--- src/rtl/pc_ctrl_pkg.sv ---
// Shared types for the program-flow controller.
package pc_ctrl_pkg;

  typedef enum logic [1:0] {
    RUN   = 2'd0,
    HALT  = 2'd1,
    FAULT = 2'd2
  } pc_ctrl_state_t;

endpackage

--- src/rtl/ret_stack.sv ---
// Return-address LIFO: synchronous push/pop, top is always visible combinationally.
module ret_stack #(
  parameter int W     = 6,
  parameter int DEPTH = 4,
  parameter int CW    = $clog2(DEPTH+1)
) (
  input  logic          clk,
  input  logic          rst,
  input  logic          push,
  input  logic          pop,
  input  logic [W-1:0]  din,
  output logic [W-1:0]  top,
  output logic [CW-1:0] count,
  output logic          full,
  output logic          empty
);

  localparam int AW = (DEPTH > 1) ? $clog2(DEPTH) : 1;

  logic [W-1:0]  mem_q [0:(1<<AW)-1];
  logic [CW-1:0] cnt_q, cnt_d;
  logic [AW-1:0] wr_idx, top_idx;

  assign wr_idx  = cnt_q[AW-1:0];
  // Wraps to a stale slot when empty; callers ignore top in that case.
  assign top_idx = wr_idx - AW'(1);

  assign full  = (cnt_q == CW'(DEPTH));
  assign empty = (cnt_q == '0);
  assign count = cnt_q;
  assign top   = mem_q[top_idx];

  always_comb begin
    cnt_d = cnt_q;
    if (push && !full)      cnt_d = cnt_q + CW'(1);
    else if (pop && !empty) cnt_d = cnt_q - CW'(1);
  end

  always_ff @(posedge clk) begin
    if (rst) cnt_q <= '0;
    else     cnt_q <= cnt_d;
  end

  // Contents are deliberately not reset; only the count is.
  always_ff @(posedge clk) begin
    if (!rst && push && !full) mem_q[wr_idx] <= din;
  end

endmodule

--- src/rtl/pc_ctrl.sv ---
// Program-flow controller: resolves halt/call/ret/branch into pc jmp/ret controls
// and tracks nested calls in a return-address stack.
module pc_ctrl
  import pc_ctrl_pkg::*;
#(
  parameter int INSTR_ADDR_SIZE = 6,
  parameter int STACK_DEPTH     = 4
) (
  input  logic                               clk,
  input  logic                               rst,
  input  logic [INSTR_ADDR_SIZE-1:0]         instr_addr,
  input  logic                               br_req,
  input  logic                               br_cond,
  input  logic [INSTR_ADDR_SIZE-1:0]         br_target,
  input  logic                               call_req,
  input  logic [INSTR_ADDR_SIZE-1:0]         call_target,
  input  logic                               ret_req,
  input  logic                               halt_req,
  input  logic                               resume,
  output logic                               jmp,
  output logic [INSTR_ADDR_SIZE-1:0]         jmp_addr,
  output logic                               ret,
  output logic [INSTR_ADDR_SIZE-1:0]         ret_addr,
  output logic [$clog2(STACK_DEPTH+1)-1:0]   stack_cnt,
  output logic                               halted,
  output logic                               fault
);

  localparam int W = INSTR_ADDR_SIZE;

  pc_ctrl_state_t state_q, state_d;
  logic [W-1:0]   addr_inc;
  logic           push, pop, stk_full, stk_empty;

  assign addr_inc = instr_addr + W'(1);

  ret_stack #(.W(W), .DEPTH(STACK_DEPTH)) u_stack (
    .clk   (clk),
    .rst   (rst),
    .push  (push),
    .pop   (pop),
    .din   (addr_inc),
    .top   (ret_addr),
    .count (stack_cnt),
    .full  (stk_full),
    .empty (stk_empty)
  );

  always_ff @(posedge clk) begin
    if (rst) state_q <= RUN;
    else     state_q <= state_d;
  end

  always_comb begin
    state_d = state_q;
    unique case (state_q)
      RUN: begin
        if (halt_req)                   state_d = HALT;
        else if (call_req && stk_full)  state_d = FAULT;
        else if (!call_req && ret_req && stk_empty) state_d = FAULT;
      end
      HALT:    if (resume) state_d = RUN;
      FAULT:   state_d = FAULT;
      default: state_d = FAULT;
    endcase
  end

  // Outputs: hold (jmp to self) is the safe default outside RUN.
  always_comb begin
    jmp      = 1'b0;
    jmp_addr = instr_addr;
    ret      = 1'b0;
    push     = 1'b0;
    pop      = 1'b0;
    if (!rst) begin
      unique case (state_q)
        RUN: begin
          if (halt_req) begin
            jmp      = 1'b1;
            jmp_addr = addr_inc;
          end else if (call_req) begin
            jmp = 1'b1;
            if (stk_full) begin
              jmp_addr = instr_addr;
            end else begin
              jmp_addr = call_target;
              push     = 1'b1;
            end
          end else if (ret_req) begin
            if (stk_empty) begin
              jmp = 1'b1;
            end else begin
              ret = 1'b1;
              pop = 1'b1;
            end
          end else if (br_req && br_cond) begin
            jmp      = 1'b1;
            jmp_addr = br_target;
          end
        end
        default: jmp = 1'b1;
      endcase
    end
  end

  assign halted = (state_q == HALT);
  assign fault  = (state_q == FAULT);

endmodule

--- config.mk ---
export PLATFORM = sky130hd
export DESIGN_NAME = pc_ctrl
export DESIGN_NICKNAME = d
export VERILOG_FILES = /design/src/rtl/pc_ctrl_pkg.sv /design/src/rtl/ret_stack.sv /design/src/rtl/pc_ctrl.sv
export SDC_FILE = /design/constraint.sdc
export NUM_CORES = 1
export LEC_CHECK = 0
export CAP_MARGIN = 20
export CORE_AREA = 5 5 69 71
export DETAILED_ROUTE_END_ITERATION = 10
export DIE_AREA = 0 0 74 76
export PLACE_DENSITY = 0.73
export SLEW_MARGIN = 20
export SYNTH_ARGS = -nofsm -noshare
export SYNTH_HDL_FRONTEND = slang
export SYNTH_SLANG_ARGS = --single-unit
--- constraint.sdc ---
create_clock -name clk -period 2.9 [get_ports clk]
set_clock_uncertainty 0.05 [all_clocks]
set_input_delay 0.29 -clock clk [delete_from_list [all_inputs] [get_ports clk]]
set_output_delay 0.29 -clock clk [all_outputs]
set_load 0.005 [all_outputs]
==> impl_results.md <==
- Hold slack: 546.5 ps
- CP endpoint kind: primary output
- Setup TNS: 0 ps
- Floorplan die width: 74 microns
- Critical Path Source Type: register
- Worst endpoint data arrival time: 2440 ps
- Core Footprint: 0.004174 sq mm
- Final Hold Fails: 0
- Post-synth top area cell: edfxtp_1
- Final period utilization: 95.91%
- Vias in the first global route: 1487
- Post-CTS Hold Fix Bufs: 0
- Ranking of synthesized cells by area: edfxtp_1 40%, mux4_2 7.6%, dfxtp_1 5.6%
- Mean Syn Cell Area: 11.79 sq um
- Post-route setup slack: 118.5 ps
- Met1 Wirelength: 1.816 mm
- Routed vias: 1442
- VDD IR max: 221.1 uV
- Post-synth EDFFs: 24
- Die area: 0.005624 sq mm
- P_leak: 0.0009001 uW
- Crit-path slowest cell: clkdlybuf4s50_1
- Unique cell type count in the Yosys netlist: 44
- Worst r2r path cells: 10
- Placed Area: 0.002323 sq mm
- Met3 WL: 215 microns
- Footprint of the multi-input gates: 862.1 sq um
- Share of layout cells above drive strength 1: 19.23%
- Max layer used: met4
- Top_reg_cell synth: edfxtp_1
- Post-synthesis sequential area ratio: 46.10%
- Root buffer cell: clkbuf_8
- Die Y: 76 microns
- Critical path cell sequence: inv_1 -> ha_1 -> nand2_2 -> mux2i_1 -> mux2_2 -> a221oi_2 -> clkdlybuf4s50_1
- Share of the synthesized area in the top cell type: 40.48%
- CTS buffer count: 5
- Fin. max-slew vios: 0
- CTS clk-pin slew, worst paths: 60 ps
- Most frequent cell after synthesis: edfxtp_1
- Largest net degree at the start of global routing: 18
- Dpl hpwl: 3.307 mm
- Max-cap violations: 0
- Final total power: 1128 uW
- DRT antenna net count: 0
- Met2 WL: 2.127 mm
- Number of nets in the layout: 239
- # diodes: 0
- DRC: 0
- Setup CP Type: reg2out
- Clk_lat worst skew: 270 ps
- Synthesis Warnings: 0
- Mapped Area: 0.001780 sq mm
- TritonCTS Sinks: 29
- DRT iter0 DRCs: 72
- Iteration count of the initial detailed-routing pass: 5
- IO Pins: 45
- Global route total overflow: 0
- Top cells by count, synth: 24 x edfxtp_1, 11 x nand2_1, 8 x inv_1
- Per-cell routed wire length: 16.16 microns
- Starting Density: 42.66%
- Fin crit period: 2781 ps
- GRT Util Overall: 15.65%
- Vias per inst: 5.546
- Pre-CTS WS: 264.0 ps
- Final Instance Area: 0.002410 sq mm
- Htree depth: 2
- Initial antenna violation count: 0
- Slew of the pin with the lowest slew margin: 460.3 ps
- Worst EP required: 2560 ps
- Postcts setup bufs: 0
- Hold Path Depth: 2
- Worst min path class: reg2reg
- Final Setup Violations: 0
- Placer Congestion: 0.8879
- First-pass GRT wire length: 6.817 mm
- Unrepaired setup endpoints after global routing: false
- Row cnt: 24
- Clock Path Buffers: 2
- Buffers on Ports: 44
- Synth Register Bits: 29
- Post-CTS resize count: 0
- Mapped Cells: 151
- Storage cell area: 820.8 sq um
- Ys async rst share: 0%
- CTS tree: yes
- Area Growth Syn to Fin: 35.35%
- Crit path max fanout: 8
- Status: completed
- Mapped Nets: 183
- Worst rel slew slack: 69.03%
- Slowest cell delay on critical path: 550 ps
- Drt total wl: 4.201 mm
- Max Freq: 359.5 MHz
- Pwr dens: 467.9 mW/mm^2
- Layout fillers: 361
-- cell type report --
type | instances | share of cell area (%)
Clock buffer | 5 | 2.856
Clock inverter | 3 | 0.7269
Inverter | 8 | 1.246
Multi-Input combinational cell | 105 | 35.77
Sequential cell | 29 | 34.06
Tap cell | 52 | 2.700
Timing Repair Buffer | 58 | 22.64
-- metal layers --
metal / vias up / track usage [%]
met5: - / 0
met4: 0 / 4.348
met3: 6 / 4.485
met2: 51 / 26.68
met1: 685 / 18.84
li1: 700 / -
-- placed cells by master, fill, tap and decap left out, types with 3 or more instances in the layout --
| cell | instances |
|---|---|
| nand2_1 | 11 |
| a211oi_1 | 4 |
| o21ai_0 | 4 |
| a21oi_1 | 6 |
| nor2_1 | 6 |
| dfxtp_1 | 5 |
| ha_1 | 5 |
| inv_1 | 8 |
| buf_4 | 14 |
| nor4_1 | 3 |
| and4b_2 | 4 |
| clkbuf_8 | 5 |
| clkdlybuf4s50_1 | 44 |
| xnor2_1 | 3 |
| o41ai_1 | 3 |
| and3_1 | 3 |
| mux4_2 | 6 |
| a31oi_1 | 5 |
| and2_1 | 5 |
| nand3_1 | 5 |
| a311o_1 | 3 |
| edfxtp_1 | 24 |
| mux2i_1 | 3 |
-- metrics by stage --
step	std cells	utilization, %
after floorplan	151	-
after global placement	252	55.67
after detailed placement	252	55.67
after CTS	260	57.73
after global routing	260	57.73
final	260	57.73
-- critical path, delay by kind of cell (launching register included) --
kind | cells | cell delay, ps
adder cells (fa/ha/maj) | 1 | 220
AND/OR/NAND/NOR | 1 | 170
AO/OA/AOI/OAI | 1 | 290
flip-flops | 1 | 460
buffers and inverters | 2 | 650
multiplexers | 2 | 370
-- flip-flops by register name (all words and copies together) (netlist names) --
signal         count
state_q            2
u_stack.count      3
u_stack.mem_q     24
-- path summary, 6_finish.rpt --
check / to / slack (ps) / start
max: jmp_addr[2] / 120 / u_stack.count[1]
min: state_q[1] / 550 / state_q[1]
max reg2reg: u_stack.count[2] / 560 / u_stack.count[1]
min reg2reg: state_q[1] / 550 / state_q[1]
-- cells by family after synthesis --
kind of cell	Yosys count	share of synthesized area, %
simple gates	51	17.85
compound gates	34	14.06
flops	29	46.10
buf+inv	17	5.481
mux	10	9.909
fa+ha+maj	6	4.638
xor+xnor	4	1.968
-- where the power goes --
| part | internal [uW] | total, uW | switching (uW) |
|---|---|---|---|
| Combinational | 184 | 325 | 141 |
| Clock | 165 | 319 | 154 |
| Sequential | 468 | 484 | 16.2 |
| Total | 817 | 1130 | 311 |
Power figures use the tool's default switching activity.
